$ cat src/rtl/matrix_write_arbiter_if.sv
// ---------------------------------------------------------------------------
// matrix_write_arbiter_if
// Bundles every matrix writer's request/data lines and the single storage
// manager write port into one interface.
//
// Requester side (packed, requester i owns slice i):
//   req_write_request  [NUM_REQ]        held write request
//   req_matrix_id      [NUM_REQ*3]      target matrix id, slice [3i+:3]
//   req_rows/req_cols  [NUM_REQ*8]      matrix geometry
//   req_name           [NUM_REQ*64]     8 name bytes, byte k = [64i+8k+:8]
//   req_data           [NUM_REQ*DW]     element beat
//   req_data_valid     [NUM_REQ]        element strobe
//   req_write_ready    [NUM_REQ]        port-free indication
//   req_writer_ready   [NUM_REQ]        storage writer_ready, granted bit only
//   req_write_done     [NUM_REQ]        storage write_done, granted bit only
// Storage side:
//   sm_write_request, sm_matrix_id, sm_rows, sm_cols, sm_name, sm_data,
//   sm_data_valid (to storage); sm_write_ready, sm_writer_ready,
//   sm_write_done (from storage, write_done is a 1-cycle pulse).
//
// Handshake: a requester holds write_request until its write_done; data
// beats are accepted on every cycle data_valid is high once writer_ready
// has been seen; write_done ends the transaction.
//
// Modports: slave = the arbiter, master = the writers/storage environment.
// ---------------------------------------------------------------------------
interface matrix_write_arbiter_if #(
    parameter int NUM_REQ    = 3,
    parameter int DATA_WIDTH = 32
);
    logic [NUM_REQ-1:0]            req_write_request;
    logic [NUM_REQ*3-1:0]          req_matrix_id;
    logic [NUM_REQ*8-1:0]          req_rows;
    logic [NUM_REQ*8-1:0]          req_cols;
    logic [NUM_REQ*64-1:0]         req_name;
    logic [NUM_REQ*DATA_WIDTH-1:0] req_data;
    logic [NUM_REQ-1:0]            req_data_valid;
    logic [NUM_REQ-1:0]            req_write_ready;
    logic [NUM_REQ-1:0]            req_writer_ready;
    logic [NUM_REQ-1:0]            req_write_done;

    logic                          sm_write_request;
    logic [2:0]                    sm_matrix_id;
    logic [7:0]                    sm_rows;
    logic [7:0]                    sm_cols;
    logic [63:0]                   sm_name;
    logic [DATA_WIDTH-1:0]         sm_data;
    logic                          sm_data_valid;
    logic                          sm_write_ready;
    logic                          sm_writer_ready;
    logic                          sm_write_done;

    modport slave (
        input  req_write_request, req_matrix_id, req_rows, req_cols,
               req_name, req_data, req_data_valid,
               sm_write_ready, sm_writer_ready, sm_write_done,
        output req_write_ready, req_writer_ready, req_write_done,
               sm_write_request, sm_matrix_id, sm_rows, sm_cols, sm_name,
               sm_data, sm_data_valid
    );

    modport master (
        output req_write_request, req_matrix_id, req_rows, req_cols,
               req_name, req_data, req_data_valid,
               sm_write_ready, sm_writer_ready, sm_write_done,
        input  req_write_ready, req_writer_ready, req_write_done,
               sm_write_request, sm_matrix_id, sm_rows, sm_cols, sm_name,
               sm_data, sm_data_valid
    );
endinterface

$ cat src/rtl/matrix_write_arbiter.sv
// ---------------------------------------------------------------------------
// matrix_write_arbiter
// Shares the storage-manager write port between NUM_REQ matrix writers.
// Round-robin arbitration; one grant covers a whole write transaction
// (request -> writer_ready -> data beats -> write_done). A watchdog frees a
// grant that never completes, and a requester that withdraws its request
// before writer_ready aborts its grant.
//
// Ports:
//   clk, rst_n      clock, asynchronous active-low reset
//   bus (slave)     requester and storage-manager signals
//   grant_valid     high exactly while a grant is active
//   grant_id        index of the granted requester
//   timeout_err     1-cycle pulse in the GRANT cycle the watchdog releases
//   dbg_state       current FSM state (0 IDLE, 1 GRANT, 2 RELEASE)
// ---------------------------------------------------------------------------
module matrix_write_arbiter #(
    parameter int NUM_REQ        = 3,
    parameter int DATA_WIDTH     = 32,
    parameter int TIMEOUT_CYCLES = 4096
) (
    input  logic                       clk,
    input  logic                       rst_n,
    matrix_write_arbiter_if.slave      bus,
    output logic                       grant_valid,
    output logic [$clog2(NUM_REQ)-1:0] grant_id,
    output logic                       timeout_err,
    output logic [1:0]                 dbg_state
);
    localparam int IDW = $clog2(NUM_REQ);
    // Watchdog disabled still keeps a 1-bit counter so widths stay legal.
    localparam int WDW = (TIMEOUT_CYCLES > 0) ? $clog2(TIMEOUT_CYCLES + 1) : 1;
    localparam logic [WDW-1:0] WD_LAST =
        WDW'((TIMEOUT_CYCLES > 0) ? TIMEOUT_CYCLES - 1 : 0);
    localparam logic [WDW-1:0] WD_MAX = {WDW{1'b1}};

    typedef enum logic [1:0] {
        ST_IDLE    = 2'd0,
        ST_GRANT   = 2'd1,
        ST_RELEASE = 2'd2
    } state_t;

    state_t         state;
    logic [IDW-1:0] rr_ptr;
    logic [WDW-1:0] wd_cnt;
    logic           wr_seen;     // writer_ready observed during this grant

    logic           pick_valid;
    logic [IDW-1:0] pick_id;
    logic [IDW-1:0] scan_idx;
    logic           granted_req;
    logic           timeout_hit;
    logic           abort;

    assign dbg_state = state;

    // Round-robin scan starting at rr_ptr; the first set request wins.
    always_comb begin
        pick_valid = 1'b0;
        pick_id    = '0;
        scan_idx   = '0;
        for (int k = 0; k < NUM_REQ; k++) begin
            scan_idx = IDW'((int'(rr_ptr) + k) % NUM_REQ);
            if (!pick_valid && bus.req_write_request[scan_idx]) begin
                pick_valid = 1'b1;
                pick_id    = scan_idx;
            end
        end
    end

    assign granted_req = bus.req_write_request[grant_id];
    assign timeout_hit = (TIMEOUT_CYCLES != 0) && (wd_cnt == WD_LAST);
    // Withdrawal only aborts before the storage side has committed.
    assign abort       = !granted_req && !wr_seen && !bus.sm_writer_ready;
    // Completion beats the watchdog when both land in the same cycle.
    assign timeout_err = (state == ST_GRANT) && timeout_hit && !bus.sm_write_done;

    // Output routing: storage bus is a mux of the granted slice during
    // GRANT only, so RELEASE and IDLE always present an idle bus.
    always_comb begin
        bus.req_write_ready  = '0;
        bus.req_writer_ready = '0;
        bus.req_write_done   = '0;
        bus.sm_write_request = 1'b0;
        bus.sm_matrix_id     = '0;
        bus.sm_rows          = '0;
        bus.sm_cols          = '0;
        bus.sm_name          = '0;
        bus.sm_data          = '0;
        bus.sm_data_valid    = 1'b0;
        case (state)
            ST_IDLE: begin
                bus.req_write_ready = {NUM_REQ{bus.sm_write_ready}};
            end
            ST_GRANT: begin
                bus.req_write_ready[grant_id]  = bus.sm_write_ready;
                bus.req_writer_ready[grant_id] = bus.sm_writer_ready;
                bus.req_write_done[grant_id]   = bus.sm_write_done;
                bus.sm_write_request = granted_req;
                bus.sm_matrix_id     = bus.req_matrix_id[grant_id*3 +: 3];
                bus.sm_rows          = bus.req_rows[grant_id*8 +: 8];
                bus.sm_cols          = bus.req_cols[grant_id*8 +: 8];
                bus.sm_name          = bus.req_name[grant_id*64 +: 64];
                bus.sm_data          = bus.req_data[grant_id*DATA_WIDTH +: DATA_WIDTH];
                bus.sm_data_valid    = bus.req_data_valid[grant_id];
            end
            default: ;
        endcase
    end

    always_ff @(posedge clk or negedge rst_n) begin
        if (!rst_n) begin
            state       <= ST_IDLE;
            rr_ptr      <= '0;
            wd_cnt      <= '0;
            wr_seen     <= 1'b0;
            grant_id    <= '0;
            grant_valid <= 1'b0;
        end else begin
            case (state)
                ST_IDLE: begin
                    wd_cnt  <= '0;
                    wr_seen <= 1'b0;
                    if (bus.sm_write_ready && pick_valid) begin
                        grant_id    <= pick_id;
                        grant_valid <= 1'b1;
                        state       <= ST_GRANT;
                    end
                end
                ST_GRANT: begin
                    if (wd_cnt != WD_MAX) begin
                        wd_cnt <= wd_cnt + 1'b1;
                    end
                    if (bus.sm_writer_ready) begin
                        wr_seen <= 1'b1;
                    end
                    if (bus.sm_write_done || timeout_hit || abort) begin
                        grant_valid <= 1'b0;
                        state       <= ST_RELEASE;
                    end
                end
                ST_RELEASE: begin
                    rr_ptr  <= (grant_id == IDW'(NUM_REQ - 1)) ? '0 : grant_id + 1'b1;
                    wd_cnt  <= '0;
                    wr_seen <= 1'b0;
                    state   <= ST_IDLE;
                end
                default: begin
                    grant_valid <= 1'b0;
                    state       <= ST_IDLE;
                end
            endcase
        end
    end
endmodule

$ cat src/flat_wrapper.sv
// flat-port wrapper written by rule: the top's interface ports become plain ports
module matrix_write_arbiter_flat 
#(
    parameter int NUM_REQ        = 3,
    parameter int DATA_WIDTH     = 32,
    parameter int TIMEOUT_CYCLES = 4096
)
  (clk, rst_n, grant_valid, grant_id, timeout_err, dbg_state, bus_req_write_request, bus_req_matrix_id, bus_req_rows, bus_req_cols, bus_req_name, bus_req_data, bus_req_data_valid, bus_sm_write_ready, bus_sm_writer_ready, bus_sm_write_done, bus_req_write_ready, bus_req_writer_ready, bus_req_write_done, bus_sm_write_request, bus_sm_matrix_id, bus_sm_rows, bus_sm_cols, bus_sm_name, bus_sm_data, bus_sm_data_valid);
  matrix_write_arbiter_if #(.NUM_REQ(NUM_REQ), .DATA_WIDTH(DATA_WIDTH)) bus_i ();
  input  logic clk;
  input  logic rst_n;
  output logic grant_valid;
  output logic [$clog2(NUM_REQ)-1:0] grant_id;
  output logic timeout_err;
  output logic [1:0] dbg_state;
  input wire logic [$bits(bus_i.req_write_request)-1:0] bus_req_write_request;
  input wire logic [$bits(bus_i.req_matrix_id)-1:0] bus_req_matrix_id;
  input wire logic [$bits(bus_i.req_rows)-1:0] bus_req_rows;
  input wire logic [$bits(bus_i.req_cols)-1:0] bus_req_cols;
  input wire logic [$bits(bus_i.req_name)-1:0] bus_req_name;
  input wire logic [$bits(bus_i.req_data)-1:0] bus_req_data;
  input wire logic [$bits(bus_i.req_data_valid)-1:0] bus_req_data_valid;
  input wire logic [$bits(bus_i.sm_write_ready)-1:0] bus_sm_write_ready;
  input wire logic [$bits(bus_i.sm_writer_ready)-1:0] bus_sm_writer_ready;
  input wire logic [$bits(bus_i.sm_write_done)-1:0] bus_sm_write_done;
  output wire logic [$bits(bus_i.req_write_ready)-1:0] bus_req_write_ready;
  output wire logic [$bits(bus_i.req_writer_ready)-1:0] bus_req_writer_ready;
  output wire logic [$bits(bus_i.req_write_done)-1:0] bus_req_write_done;
  output wire logic [$bits(bus_i.sm_write_request)-1:0] bus_sm_write_request;
  output wire logic [$bits(bus_i.sm_matrix_id)-1:0] bus_sm_matrix_id;
  output wire logic [$bits(bus_i.sm_rows)-1:0] bus_sm_rows;
  output wire logic [$bits(bus_i.sm_cols)-1:0] bus_sm_cols;
  output wire logic [$bits(bus_i.sm_name)-1:0] bus_sm_name;
  output wire logic [$bits(bus_i.sm_data)-1:0] bus_sm_data;
  output wire logic [$bits(bus_i.sm_data_valid)-1:0] bus_sm_data_valid;
  assign bus_i.req_write_request = bus_req_write_request;
  assign bus_i.req_matrix_id = bus_req_matrix_id;
  assign bus_i.req_rows = bus_req_rows;
  assign bus_i.req_cols = bus_req_cols;
  assign bus_i.req_name = bus_req_name;
  assign bus_i.req_data = bus_req_data;
  assign bus_i.req_data_valid = bus_req_data_valid;
  assign bus_i.sm_write_ready = bus_sm_write_ready;
  assign bus_i.sm_writer_ready = bus_sm_writer_ready;
  assign bus_i.sm_write_done = bus_sm_write_done;
  assign bus_req_write_ready = bus_i.req_write_ready;
  assign bus_req_writer_ready = bus_i.req_writer_ready;
  assign bus_req_write_done = bus_i.req_write_done;
  assign bus_sm_write_request = bus_i.sm_write_request;
  assign bus_sm_matrix_id = bus_i.sm_matrix_id;
  assign bus_sm_rows = bus_i.sm_rows;
  assign bus_sm_cols = bus_i.sm_cols;
  assign bus_sm_name = bus_i.sm_name;
  assign bus_sm_data = bus_i.sm_data;
  assign bus_sm_data_valid = bus_i.sm_data_valid;
  matrix_write_arbiter #(.NUM_REQ(NUM_REQ), .DATA_WIDTH(DATA_WIDTH), .TIMEOUT_CYCLES(TIMEOUT_CYCLES)) u_core (.clk(clk), .rst_n(rst_n), .bus(bus_i), .grant_valid(grant_valid), .grant_id(grant_id), .timeout_err(timeout_err), .dbg_state(dbg_state));
endmodule
$ cat config.mk
export PLATFORM = sky130hd
export DESIGN_NAME = matrix_write_arbiter_flat
export DESIGN_NICKNAME = d
export VERILOG_FILES = /design/src/rtl/matrix_write_arbiter_if.sv /design/src/rtl/matrix_write_arbiter.sv /design/src/flat_wrapper.sv
export SDC_FILE = /design/constraint.sdc
export NUM_CORES = 1
export LEC_CHECK = 0
export ABC_AREA = 1
export CORE_AREA = 5 5 188 190
export DETAILED_ROUTE_END_ITERATION = 6
export DIE_AREA = 0 0 193 195
export GPL_TIMING_DRIVEN = 0
export SLEW_MARGIN = 40
export SYNTH_ARGS = -nofsm -noshare
export SYNTH_HDL_FRONTEND = slang
export SYNTH_SLANG_ARGS = --single-unit
$ cat constraint.sdc
create_clock -name clk -period 1.7 [get_ports clk]
set_input_delay 0.17 -clock clk [delete_from_list [all_inputs] [get_ports clk]]
set_output_delay 0.17 -clock clk [all_outputs]
set_load 0.01 [all_outputs]
# Word level (Yosys, flattened, before mapping)
# Index checks and enable logic that the tools add are counted.
op_classes:
  addsub: 4
  multipliers: 1
  div_mod_pow: 3
  magnitude_cmp: 5
  n_eq_ne: 9
  shifts: 5
  n_mux: 39
  n_bitwise: 4
  reduce_logical: 24
ops:
  columns: ["operator", "n"]
  rows:
  - ["variable part select 192 x 9 -> 64 bit", 1]
  - ["variable part select 96 x 8 -> 32 bit", 1]
  - ["remainder unit 32 x 3 -> 32 bit (second input constant)", 2]
  - ["2-to-1 mux 64 bit", 1]
  - ["variable part select 24 x 6 -> 8 bit", 2]
  - ["remainder unit 3 x 3 -> 32 bit (second input constant)", 1]
  - ["2-to-1 mux 32 bit", 1]
  - ["case mux 13 bit (2 select lines)", 1]
  - ["2-to-1 mux 8 bit", 2]
  - ["2-to-1 mux 1 bit", 14]
  - ["adder 13 x 1 -> 13 bit (second input constant)", 1]
  - ["== test 13 x 12 -> 1 bit (second input constant)", 1]
  - ["2-to-1 mux 13 bit", 1]
  - ["!= test 13 bit (second input constant)", 1]
  - ["less-than comparator 2 x 3 -> 1 bit (second input constant)", 4]
  - ["2-to-1 mux 2 bit", 6]
  - ["binary-select mux 1 bit (select 2 bit)", 5]
  - ["bitwise AND 3 bit", 3]
  - ["2-to-1 mux 3 bit", 3]
  - ["variable part select 9 x 5 -> 3 bit", 1]
  - ["logical AND 1 bit", 8]
  - ["AND reduction 2 bit", 4]
  - ["logical NOT 1 bit", 6]
  - ["!= test 2 bit (second input constant)", 3]
  - ["other kinds (19)", 21]
totals:
  register_bits: 21
  elab_cells: 100

# Longest topological paths before layout
depth:
  depth_word: 13
  depth_mapped: 13

# Worst setup path before layout
# Ideal clock, no wire load.
synth_timing:
  kind: "reg2reg"
  startpoint: "reg u_core.rr_ptr[0]"
  endpoint: "reg u_core.grant_id[1]"
  arrival_time_ns: 1.502
  required_time_ns: 1.564
  setup_slack_ns: 0.062
  stages_incl_launch_ff: 12
  path_buffers: 0
  period_less_slack_ns: 1.638
  path_cell_list: "dfrtp_1 -> inv_1 -> ha_1 -> inv_1 -> nand2_1 -> nand2_1 -> a21oi_1 -> nand3_1 -> nand3_1 -> inv_1 -> nand2_1 -> o21ai_0"
synth_between:
  elab_chain_cells: 12
  word_cells_on_any_way: 23
synth_lines:
  columns: ["item", "line", "text"]
  rows:
  - ["start: declaration", "matrix_write_arbiter.sv:44", "logic [IDW-1:0] rr_ptr;"]
  - ["start signal: assignment", "matrix_write_arbiter.sv:143", "rr_ptr <= (grant_id == IDW'(NUM_REQ - 1)) ? '0 : grant_id + 1'b1;"]
  - ["branches (longest 12 deep; another with remainder unit 32 x 3 -> 32 bit)", null, null]
  - ["end signal: assignment", "matrix_write_arbiter.sv:125", "grant_id <= pick_id;"]
  - ["end: declaration", "matrix_write_arbiter.sv:26", "output logic [$clog2(NUM_REQ)-1:0] grant_id,"]
# Parallel ways; which one is timed is not known. The select of a mux whose other input is x is not followed.
# A chain may end at the register's enable or synchronous reset.

# Worst setup path in the final report
layout_timing:
  startpoint: "reg u_core.grant_id[1]"
  endpoint: "out bus_sm_name[32]"
layout_between:
  elab_chain_cells: 2
layout_lines:
  columns: ["item", "line", "text"]
  rows:
  - ["variable part select 192 x 9 -> 64 bit", "matrix_write_arbiter.sv:103", "bus.sm_name = bus.req_name[grant_id*64 +: 64];"]
  - ["2-to-1 mux 64 bit", "matrix_write_arbiter.sv:91", "case (state)"]
  - ["end: declaration", "flat_wrapper.sv:33", "output wire logic [$bits(bus_i.sm_name)-1:0] bus_sm_name;"]
# No other way between the ends.

==> results.sh <==
export IMPL_drc=0
export IMPL_ys_types=32
export IMPL_syn_inst=966
export IMPL_place_worst_setup_slack_ps=-1060
export IMPL_crit_path_start_kind="flop"
export IMPL_cts_buffers=3
export IMPL_path_max_fanout=5
export IMPL_dp_cells=1901
export IMPL_crit_path_max_incr_delay_ps=410
export IMPL_finalHoldViolCount=0
export IMPL_fmax_mhz=498
export IMPL_ir_drop_mv=0.770
export IMPL_final_max_slew_viol_count=0
export IMPL_p_int_mw=9.42
export IMPL_synthArstFlopShare_pct=100
export IMPL_hp_class="in2async"
export IMPL_final_nets=1892
export IMPL_syn_area_per_cell_sq_um=4.79
export IMPL_worstMarginPinSlew_ps=503
export IMPL_via_per_inst=4.36
export IMPL_wl_per_cell_um=18.9
export IMPL_max_slew_margin_rel_pct=66.5
export IMPL_cts_buffer_depth=2
export IMPL_gp_congestion=0.878
export IMPL_diodes=0
export IMPL_critical_path_slowest_cell="dfrtp_1"
export IMPL_seqPwrFrac_pct=4.0
export IMPL_synth_flop_cell="dfrtp_1"
export IMPL_syn_area_sq_um=4620
export IMPL_synth_area_top_cells="nand2_1 34%, nand3_1 26%, inv_1 12%"
export IMPL_drive_above_1_share_pct=41.4
export IMPL_portBuffers=487
export IMPL_synth_common_cells="415 x nand2_1, 242 x nand3_1, 146 x inv_1"
export IMPL_violations="negative setup slack"
export IMPL_die_h_um=195
export IMPL_end_kind="primary output"
export IMPL_drv_cap=0
export IMPL_rsz0062_at_grt="yes"
export IMPL_min_period_ps=2010
export IMPL_cts_sinks=21
export IMPL_final_cells=1978
export IMPL_yosys_area_top_type_share_pct=33.7
export IMPL_antenna_found_initial=0
export IMPL_reg2reg_depth=11
export IMPL_grt_pass1_vias=8718
export IMPL_p_per_area_nw_per_um2=1420
export IMPL_finClkSkew_ps=1.69
export IMPL_critPathKind="reg2out"
export IMPL_setup_ws_ps=-307
export IMPL_switchingPower_mw=9.23
export IMPL_reg2reg_slack_ps=70
export IMPL_via_count=8623
export IMPL_ys_warn_count=0
export IMPL_path_cells="buf_6 -> nor2_4 -> buf_12 -> buf_12 -> buf_8 -> clkbuf_16 -> nand2_1 -> nand3_1 -> nand2_1 -> inv_2 -> buf_6"
export IMPL_ys_seq_elements=21
export IMPL_yosys_area_top_type="nand2_1"
export IMPL_drtAntennaViolNets=0
export IMPL_yosysMostFrequentCell="nand2_1"
export IMPL_core_area_sq_um=33300
export IMPL_wl_um=37400
export IMPL_placed_cell_area_sq_um=10100
export IMPL_dpl_hpwl_um=27600
export IMPL_synth_edf_count=0
export IMPL_area_delta_synth_final_pct=183
export IMPL_syn_num_nets=1327
export IMPL_die_area_sq_um=37600
export IMPL_fin_crit_sh_pct=118
export IMPL_cts_tree="done"
export IMPL_rows=67
export IMPL_initial_core_util_pct=13.9
export IMPL_grt_max_degree=22
export IMPL_final_cell_area_sq_um=13100
export IMPL_drt_iter0_markers=454
export IMPL_cts_clk_slew_worst_paths_ps=60
export IMPL_cts_root_buf="clkbuf_16"
export IMPL_overflow=0
export IMPL_power_total_mw=18.7
export IMPL_sw_frac_of_total_pct=49.5
export IMPL_drt_pass1_iterations=5
export IMPL_p_leak_nw=6.84
export IMPL_pwr_share_comb_pct=93.3
export IMPL_die_w_um=193
export IMPL_htree_levels=1
export IMPL_pin_count=488
export IMPL_cp_arrival_ps=1840
export IMPL_clockPowerShare_pct=2.7
export IMPL_grt_pass1_wl_um=50800
export IMPL_grt_usage_pct=17.2
export IMPL_setup_viol_count_final=123
export IMPL_status="finished with violations"
export IMPL_cp_required_ps=1530
export IMPL_insertion_delay_ps=250
export IMPL_ys_seq_area_share_pct=11.4
==> cell usage in the layout, fill, tap and decap left out, drive strengths merged, types with 2 or more instances in the layout <==
cell type / instances
a21oi: 10
o21ai: 12
o22ai: 2
clkbuf: 34
o31ai: 2
nand3: 243
buf: 230
xor2: 3
clkdlybuf4s15: 5
nor3: 6
nor2: 21
inv: 151
dfrtp: 21
ha: 5
nand2: 417
nand4: 4
clkdlybuf4s50: 359
==> timing repair <==
item,CTS,global route
cloned,9,5
resized for setup,890,377
setup buffers,43,24
setup endpoints to repair,139,142
pin swaps,32,96
hold buffers,1,0
endpoints found under the hold margin,21,0
==> layer usage <==
layer	track usage (%)	vias up	part of all wire [%]
met5	0	-	0
met3	3.88	66	9.2
met4	5.98	0	3.7
li1	-	4122	-
met2	30.2	460	49
met1	20.5	3975	38
==> registers in the layout (all words and copies together) (netlist names) <==
register	count
u_core.wd_cnt	13
u_core.dbg_state	2
u_core.grant_id	2
u_core.rr_ptr	2
u_core.grant_valid	1
u_core.wr_seen	1
==> final cells by class <==
class	count	area, sq um
clock buffer	4	78.8
sequential	21	529
timing repair buffer	565	5790
fill	3415	20200
multi-input combinational	728	4650
inverter	152	596
buffer	60	886
tap	448	561
==> stage by stage <==
step | hold WS [ps] | util [%] | setup TNS [ps]
floorplan | -126 | - | 0
global placement | 467 | 30.2 | -113640
detailed placement | 175 | 30.2 | -112520
CTS | 442 | 35.1 | -21590
global route | 502 | 39.3 | -33710
finish | 426 | 39.3 | -23900
==> critical path, delay by kind of cell (launching register included) <==
kind	cells	cell delay (ps)
buffers and inverters	7	840
DFF	1	410
and+or+nand+nor	4	320
==> final timing paths <==
check,endpoint,startpoint
setup / recovery,bus_sm_name[32],u_core.grant_id[1]
hold / removal,u_core.rr_ptr[0],rst_n
setup reg to reg,u_core.grant_id[1],u_core.rr_ptr[0]
hold reg to reg,u_core.wr_seen,u_core.wr_seen
max in group asynchronous,u_core.grant_id[0],rst_n
min in group clk,u_core.wr_seen,u_core.wr_seen
==> power by group through the flow <==
stage / Combinational, mW / Sequential, mW / Clock [mW]
2_1_floorplan: 5.48 / 0.723 / 0
3_3_place_gp: 10.7 / 0.707 / 0
5_1_grt: 18.5 / 0.757 / 0.535
4_1_cts: 14.6 / 0.725 / 0.509
6_report: 17.4 / 0.743 / 0.503
3_5_place_dp: 10.7 / 0.711 / 0
==> logic make-up after synthesis <==
logic type,share of synthesized area [%]
buffers and inverters,18.6
xor gates and xnor gates,0.758
DFF,11.4
adders and majority gates,1.35
and+or+nand+nor,64.3
AOI/OAI and AO/OA,3.57
Note: power is estimated with default switching activity, not from simulation.
==> RTL edit: new RTL, config.mk and constraints unchanged <==
`DATA_WIDTH` is set to 32 in 3 places; all go to 36.
--- a/src/rtl/matrix_write_arbiter_if.sv
+++ b/src/rtl/matrix_write_arbiter_if.sv
@@ -26,7 +26,7 @@
 // ---------------------------------------------------------------------------
 interface matrix_write_arbiter_if #(
     parameter int NUM_REQ    = 3,
-    parameter int DATA_WIDTH = 32
+    parameter int DATA_WIDTH = 36
 );
     logic [NUM_REQ-1:0]            req_write_request;
     logic [NUM_REQ*3-1:0]          req_matrix_id;
--- a/src/rtl/matrix_write_arbiter.sv
+++ b/src/rtl/matrix_write_arbiter.sv
@@ -16,7 +16,7 @@
 // ---------------------------------------------------------------------------
 module matrix_write_arbiter #(
     parameter int NUM_REQ        = 3,
-    parameter int DATA_WIDTH     = 32,
+    parameter int DATA_WIDTH     = 36,
     parameter int TIMEOUT_CYCLES = 4096
 ) (
     input  logic                       clk,
--- a/src/flat_wrapper.sv
+++ b/src/flat_wrapper.sv
@@ -2,7 +2,7 @@
 module matrix_write_arbiter_flat 
 #(
     parameter int NUM_REQ        = 3,
-    parameter int DATA_WIDTH     = 32,
+    parameter int DATA_WIDTH     = 36,
     parameter int TIMEOUT_CYCLES = 4096
 )
   (clk, rst_n, grant_valid, grant_id, timeout_err, dbg_state, bus_req_write_request, bus_req_matrix_id, bus_req_rows, bus_req_cols, bus_req_name, bus_req_data, bus_req_data_valid, bus_sm_write_ready, bus_sm_writer_ready, bus_sm_write_done, bus_req_write_ready, bus_req_writer_ready, bus_req_write_done, bus_sm_write_request, bus_sm_matrix_id, bus_sm_rows, bus_sm_cols, bus_sm_name, bus_sm_data, bus_sm_data_valid);
Interface: changed (resized bus_req_data and bus_sm_data); port bits go from 488 to 504. The function was not compared with the original's and may differ.
==> RTL edit against the unedited design <==
- the run still ends with negative setup slack left
- global-route usage decreased by 0.26 points
- area after synthesis is 1.4% higher
- critical endpoint is now bus_sm_data[8]
- wire length rose by 1.7%
- total power rose by 1.8%
- die area stayed put
- sequential cell count stayed put
- clock power increased by 2%
- design area up 0.68%
- worst setup slack worse by 0.073 ns
- core utilization grew 0.27 points
- first-iteration DRC count fell by 17%
==> RTL edit: results (changes against the unedited design) <==
| Metric | Value |
|---|---|
| Crit path to | `bus_sm_data[8] (was bus_sm_name[32])` |
| Dpl cell area | `10,280 um2 (was 10,060 um2)` |
| Most used standard cells in the synthesized netlist | `nand2_1 (415), nand3_1 (255), inv_1 (153) (was nand2_1 (415), nand3_1 (242), inv_1 (146))` |
| Violated checks | `negative setup slack (unchanged)` |
| Met1 wire length | `14,650 um (was 14,190 um)` |
| Number of distinct library cell variants in the gate-level netlist after synthesis | `25 (was 32)` |
| Synth Area in Adders | `1.335% (was 1.353%)` |
| Routed WL per cell | `18.64 um (was 18.90 um)` |
| Source of the critical timing path | `u_core.grant_id[0] (was u_core.grant_id[1])` |
| Number of filler instances in the final layout | `3,438 (was 3,415)` |
| Worst r2r dst | `u_core.grant_valid (was u_core.grant_id[1])` |
| Crit path setup slack, layout | `-0.3804 ns (was -0.3070 ns)` |
| Status | `finished with violations (unchanged)` |
| Number of global-route vias before repair | `8,529 (was 8,718)` |
| Wire length of the first global-routing pass | `50,000 um (was 50,830 um)` |
| Final Hold Slack | `0.4072 ns (was 0.4260 ns)` |
| Global routing usage summed across all routing layers | `16.95% (was 17.20%)` |
| Critical Path Fanout Max | `8 (was 5)` |
| Overall via count from detail_route | `8,976 (was 8,623)` |
| Total power | `18.99 mW (was 18.65 mW)` |
| Share of synthesized area occupied by flip-flops and latches | `11.21% (was 11.36%)` |
| Total nets after synthesis | `1,363 (was 1,327)` |
| Sum of net half-perimeters after detailed placement | `27,880 um (was 27,560 um)` |
| Global Route met1 Usage | `19.88% (was 20.50%)` |
| Area fraction in compound gates after synthesis | `3.951% (was 3.571%)` |
| Wire length reported by the detailed router | `38,030 um (was 37,390 um)` |
| Launch instance of the worst register-to-register path | `u_core.rr_ptr[1] (was u_core.rr_ptr[0])` |
| Uppermost layer routed | `met5 (was met4)` |
| Setup violations, final | `129 (was 123)` |
| Post-Synth XOR/XNOR Area | `0.5606% (was 0.7576%)` |
RTL edit: cell types whose count changed after synthesis, moves of 3 or more:
| cell | delta |
|---|---|
| buf_1 | +7 |
| inv_1 | +7 |
| nand2_2 | +4 |
| nand3_1 | +13 |
| nor2_1 | +3 |
| nor3_1 | -4 |
| o21ai_1 | +5 |
RTL edit: worst max-delay path, cell delays in order (launching register included):
cell	delay, ns
dfrtp_1	0.39
buf_6	0.15
nor2_4	0.15
buf_12	0.13
buf_16	0.15
buf_8	0.13
buf_6	0.12
buf_6	0.10
nand2_2	0.04
nand3_1	0.06
nand2_1	0.05
inv_1	0.04
buf_2	0.12
RTL edit: cell type report:
class	count	area, um2	area share, %
Buffer	63	809.5	6.140
Antenna cell	1	2.502	0.01898
Timing Repair Buffer	600	6153	46.67
Sequential cell	21	529.3	4.014
Multi-Input combinational cell	747	4436	33.64
Clock inverter	1	5.005	0.03796
Tap cell	448	560.5	4.252
Inverter	156	613.1	4.650
Clock buffer	3	75.07	0.5694
